File: config.mk
export PLATFORM = sky130hd
export DESIGN_NAME = fifo_uart_tx
export DESIGN_NICKNAME = d
export VERILOG_FILES = /design/src/rtl/fifo_uart_tx.sv
export SDC_FILE = /design/constraint.sdc
export NUM_CORES = 1
export LEC_CHECK = 0
export ABC_CLOCK_PERIOD_IN_PS = 3500
export BUFFER_PORTS_ARGS = -buffer_cell sky130_fd_sc_hd__buf_4
export CORE_MARGIN = 8
export CORE_UTILIZATION = 46
export CTS_CLUSTER_SIZE = 8
export DETAILED_ROUTE_END_ITERATION = 10
export GPL_TIMING_DRIVEN = 0
export PLACE_DENSITY_LB_ADDON = 0.3
export SKIP_CTS_REPAIR_TIMING = 1
export SLEW_MARGIN = 20
export SYNTH_ARGS = -nofsm -noshare
export SYNTH_HDL_FRONTEND = slang
export SYNTH_SLANG_ARGS = --single-unit
File: constraint.sdc
create_clock -name clk -period 3.5 [get_ports clk]
set_input_delay 0.35 -clock clk [delete_from_list [all_inputs] [get_ports clk]]
set_output_delay 0.35 -clock clk [all_outputs]
set_load 0.01 [all_outputs]
File: src/rtl/fifo_uart_tx.sv
// Word FIFO feeding the UART transmitter: 32-bit words are buffered and
// emitted MSB-first as bytes over a valid/ready handshake.
//
// state | meaning
// IDLE  | output stage empty, waiting for a queued word
// SEND  | presenting shreg's top byte, advancing on each handshake
module fifo_uart_tx #(
  parameter int DEPTH     = 4,
  parameter int WIDTH_IN  = 32,
  parameter int WIDTH_OUT = 8
) (
  input  logic                     clk,
  input  logic                     rst,
  input  logic                     wr_en,
  input  logic [WIDTH_IN-1:0]      data_in,
  output logic                     full,
  output logic                     empty,
  output logic [$clog2(DEPTH):0]   level,
  output logic                     overflow,
  output logic [WIDTH_OUT-1:0]     tx_data,
  output logic                     tx_valid,
  input  logic                     tx_ready,
  output logic                     busy
);

  localparam int AW = $clog2(DEPTH);
  localparam int CW = AW + 1;

  typedef enum logic {
    IDLE,
    SEND
  } state_t;

  state_t              state_q, state_d;
  logic [WIDTH_IN-1:0] mem [DEPTH];
  // Pointers wrap naturally over the power-of-two depth; count alone
  // distinguishes full from empty.
  logic [AW-1:0]       wr_ptr, rd_ptr;
  logic [CW-1:0]       count;
  logic [WIDTH_IN-1:0] shreg;
  logic [1:0]          byte_idx;
  logic                wr_ok, pop, shift, clear, hs;

  assign full    = (count == CW'(DEPTH));
  assign empty   = (count == '0);
  assign level   = count;
  assign wr_ok   = wr_en & ~full;
  assign hs      = tx_valid & tx_ready;
  assign tx_data = shreg[WIDTH_IN-1 -: WIDTH_OUT];

  always_comb begin
    state_d  = state_q;
    tx_valid = 1'b0;
    busy     = 1'b0;
    pop      = 1'b0;
    shift    = 1'b0;
    clear    = 1'b0;
    case (state_q)
      IDLE: begin
        if (!empty) begin
          pop     = 1'b1;
          state_d = SEND;
        end
      end
      SEND: begin
        tx_valid = 1'b1;
        busy     = 1'b1;
        if (hs) begin
          if (byte_idx != 2'd3) begin
            shift = 1'b1;
          end else if (!empty) begin
            // back-to-back words: reload without an idle bubble
            pop = 1'b1;
          end else begin
            clear   = 1'b1;
            state_d = IDLE;
          end
        end
      end
      default: state_d = IDLE;
    endcase
  end

  always_ff @(posedge clk or negedge rst) begin
    if (!rst) state_q <= IDLE;
    else      state_q <= state_d;
  end

  always_ff @(posedge clk) begin
    if (wr_ok) mem[wr_ptr] <= data_in;
  end

  always_ff @(posedge clk or negedge rst) begin
    if (!rst) begin
      wr_ptr   <= '0;
      rd_ptr   <= '0;
      count    <= '0;
      overflow <= 1'b0;
    end else begin
      overflow <= wr_en & full;
      if (wr_ok) wr_ptr <= wr_ptr + AW'(1);
      if (pop)   rd_ptr <= rd_ptr + AW'(1);
      case ({wr_ok, pop})
        2'b10:   count <= count + CW'(1);
        2'b01:   count <= count - CW'(1);
        default: count <= count;
      endcase
    end
  end

  always_ff @(posedge clk or negedge rst) begin
    if (!rst) begin
      shreg    <= '0;
      byte_idx <= '0;
    end else if (pop) begin
      shreg    <= mem[rd_ptr];
      byte_idx <= '0;
    end else if (shift) begin
      shreg    <= shreg << WIDTH_OUT;
      byte_idx <= byte_idx + 2'd1;
    end else if (clear) begin
      shreg    <= '0;
    end
  end

endmodule
==> results.rst <==
.. list-table::
   :header-rows: 1

   * - Metric
     - Value
   * - Result of the run
     - finished clean
   * - Largest delay contributor family on the critical path
     - adder cells
   * - Source of the worst hold timing path
     - data_in[4]
   * - Final Slew Violations
     - 0
   * - Number of cells after detailed placement
     - 600
   * - Start point of the critical path
     - level[0]$_DFFE_PN0P_
   * - Synthesized area per cell
     - 19.1 µm²
   * - Worst-Skew Late Latency
     - 0.42 ns
   * - Most common cell in the netlist
     - sky130_fd_sc_hd__edfxtp_1
   * - Number of nets with antenna violations after routing
     - 0
   * - Grt ovf
     - 0
   * - Delay contributed by the slowest stage of the critical path
     - 0.46 ns
   * - Data arrival, critical path
     - 2.77 ns
   * - Die ar.
     - 19200 µm²
   * - Synth unique cells
     - 33
   * - Final total power
     - 6.77 mW
   * - Post-synth top cells
     - sky130_fd_sc_hd__edfxtp_1, sky130_fd_sc_hd__dfrtp_1, sky130_fd_sc_hd__a22o_1, sky130_fd_sc_hd__mux4_2
   * - Pin count of the biggest net entering global routing
     - 44
   * - Synthesis-to-finish area growth
     - 19.7%
   * - DRC marker count from the first detailed-route iteration
     - 235
   * - Nets
     - 479
   * - Via-per-instance ratio
     - 5.73
   * - FF-to-FF Start
     - level[0]$_DFFE_PN0P_
   * - Share of flip-flops with an asynchronous set or reset after synthesis
     - 25.1%
   * - Cell type with the largest total area after synthesis
     - sky130_fd_sc_hd__edfxtp_1
   * - Number of vias in the routed layout
     - 3630
   * - Core region area
     - 14600 µm²
   * - Max-slew headroom at the worst pin
     - 49.0%
   * - Max H-tree Level
     - 4
   * - Final Routed Wirelength
     - 13.2 mm
   * - Startpoint kind of the worst setup timing path
     - flop
   * - Number of buffer cells added on primary ports
     - 51
   * - Critical Path Fanout Max
     - 10
   * - Count of inserted antenna diode cells
     - 0
   * - Routability congestion estimate
     - 0.778
   * - Footprint of the multi-input gates
     - 1730 µm²
   * - Routed length per instance
     - 20.9 µm
   * - CTS Buffer Depth
     - 2
   * - Post-route cell area
     - 8250 µm²
   * - DR pass1 iterations
     - 4
   * - Number of stages on the worst setup path
     - 10
   * - Number of warnings printed during yosys synthesis
     - 0
   * - Hold crit path type
     - input pin to flop
   * - Number of enable flip-flop cells after synthesis
     - 128
   * - Clock input transition at the sequential cells of the worst setup and hold paths
     - 0.06 ns
   * - Max Cap Violations
     - 0
   * - Total nets after synthesis
     - 404
   * - Effective utilization at floorplan
     - 47.2%
   * - Area of the mapped netlist
     - 6890 µm²
   * - DRC
     - 0
   * - Achievable frequency
     - 414 MHz
   * - First-pass GRT wire length
     - 21.3 mm
   * - Final period util
     - 69.0%
   * - Number of rows in the core area
     - 44
   * - Clock tree from TritonCTS
     - built
   * - Critical path start-end classification
     - flop to flop
   * - Top cell type's share of synthesized area
     - 55.8%
   * - Clock period minus final worst setup slack
     - 2.41 ns
   * - Part of the Yosys area used for sequential elements
     - 71.4%
   * - Cell repeated most along the worst path
     - sky130_fd_sc_hd__xor2_1
   * - Slowest stage cell, crit path
     - sky130_fd_sc_hd__dfrtp_1
   * - Initial antenna violation count
     - 0
   * - Setup TNS
     - 0 ns
   * - Height of the chip
     - 138 µm
   * - Cell Count, Final, Fillers Out
     - 633
   * - Seq. cell area
     - 4920 µm²
   * - Post-DP Area
     - 7620 µm²
   * - Number of top-level design ports
     - 52
   * - Lkg Pwr
     - 3.20 nW
   * - Ratio of total power to cell area
     - 821 nW/µm²
   * - Min setup slack post-route
     - 1.09 ns
   * - Fraction of the core area covered by cells at the end of the flow
     - 56.5%
   * - Transition time at the pin with the least slew margin
     - 0.758 ns
   * - Sinks on the clock net
     - 171
   * - Kind of end point of the critical path
     - flop
   * - Hold WS
     - 0.125 ns
   * - Gr usage total
     - 14.3%
   * - Sequence of cells on the critical path
     - or3_1, clkbuf_1, and2_1, buf_2, ha_1, inv_1, fa_1, xor2_1, nor2_1, xor2_1
   * - Setup repair after global routing missed its margin
     - no
   * - Share of post-route cells with drive strength above 1
     - 30.5%
   * - Worst slack at placement
     - 1.10 ns
   * - HPWL after detailed placement
     - 9.02 mm
   * - Cell depth of the worst min-delay path
     - 1
   * - Die Width
     - 138 µm
   * - Count of endpoints failing setup in the final report
     - 0
   * - Synthesized instance count
     - 361
   * - Maximum vdd ir drop
     - 456 µV
   * - Final-report hold violation count
     - 0
   * - Most frequently used flop master after synthesis
     - sky130_fd_sc_hd__edfxtp_1
   * - Worst setup skew after layout
     - 0.00890 ns
   * - CP bufs+invs
     - 3
   * - Count of filler cells inserted in the layout
     - 1093
   * - R2R depth
     - 10
   * - Synthesized flop and latch total
     - 171
   * - Top post-synthesis cells by area
     - sky130_fd_sc_hd__edfxtp_1, sky130_fd_sc_hd__dfrtp_1, sky130_fd_sc_hd__mux4_2
   * - CTS Root Cell
     - sky130_fd_sc_hd__clkbuf_16
   * - Via count of the first global-routing pass
     - 3901
   * - Number of CTS-inserted buffers
     - 17
   * - Req. time, crit path
     - 3.85 ns
layout by cell type (no fill, tap or decap), types with 2 or more instances in the layout:
cell                        instances
sky130_fd_sc_hd__and3_1            24
sky130_fd_sc_hd__mux2i_1            2
sky130_fd_sc_hd__clkbuf_16         20
sky130_fd_sc_hd__o2bb2ai_1          2
sky130_fd_sc_hd__buf_2              4
sky130_fd_sc_hd__clkinv_2           3
sky130_fd_sc_hd__mux4_2            27
sky130_fd_sc_hd__buf_12             2
sky130_fd_sc_hd__nor2b_1            2
sky130_fd_sc_hd__ha_1               6
sky130_fd_sc_hd__xor2_1             3
sky130_fd_sc_hd__and2_1             2
sky130_fd_sc_hd__and2_2             4
sky130_fd_sc_hd__clkbuf_1          17
sky130_fd_sc_hd__dfrtp_1           43
sky130_fd_sc_hd__inv_1              8
sky130_fd_sc_hd__clkbuf_8           3
sky130_fd_sc_hd__edfxtp_1         128
sky130_fd_sc_hd__mux4_1             5
sky130_fd_sc_hd__xnor2_1            3
sky130_fd_sc_hd__a22o_1            32
sky130_fd_sc_hd__buf_16             4
sky130_fd_sc_hd__a221o_1           24
sky130_fd_sc_hd__inv_4              3
sky130_fd_sc_hd__buf_4             60
sky130_fd_sc_hd__buf_6              2
state kept, by name, indices dropped and copies added (netlist names):
signal	flops
wr_ptr	2
overflow	1
level	3
mem	128
state_q	1
byte_idx	2
shreg	32
rd_ptr	2
report_power, final:
group | total (mW) | switching, mW | internal, mW | leakage, nW
registers | 2.95 | 0.236 | 2.72 | 1.73
logic | 1.92 | 0.917 | 1.00 | 1.16
clock network | 1.89 | 0.732 | 1.16 | 0.313
kinds of logic (layout without fill, tap and decap cells):
kind of cell    count (synthesis)  in the layout  synth area share [%]
flops                         171            171                  71.4
mux                            35             35                  11.2
fa+ha+maj                       7              7                  1.38
buf+inv                        42            130                  3.54
simple gates                   38             38                  3.47
xor+xnor                        6              6                 0.763
compound gates                 62             62                  8.28
worst paths after layout:
path	slack [ns]	endpoint
worst min-delay path	0.13	mem[2][4]$_DFFE_PP_
min in group asynchronous	0.47	state_q$_DFF_PN0_
worst min register to register	0.51	shreg[2]$_DFFE_PN0P_
worst max register to register	1.09	level[2]$_DFFE_PN0P_
worst max-delay path	1.09	level[2]$_DFFE_PN0P_
max in group asynchronous	2.65	shreg[4]$_DFFE_PN0P_
layout make-up:
class | count | area share, %
well taps | 184 | 2.79
multi-input cells | 148 | 21.0
clock buffers | 24 | 6.61
clock inverters | 8 | 0.880
inverters | 9 | 0.410
flip-flops and latches | 171 | 59.6
repair buffers | 56 | 6.10
plain buffers | 33 | 2.55
metal layers:
metal / vias to the layer above / share of wire (%) / track usage [%]
met3: 22 / 5.8 / 4.55
met5: - / 0 / 0
met2: 104 / 48 / 22.3
met4: 0 / 1.8 / 5.32
li1: 1626 / - / -
met1: 1878 / 44 / 18.5
No activity file was read; power rests on OpenSTA's default activity.
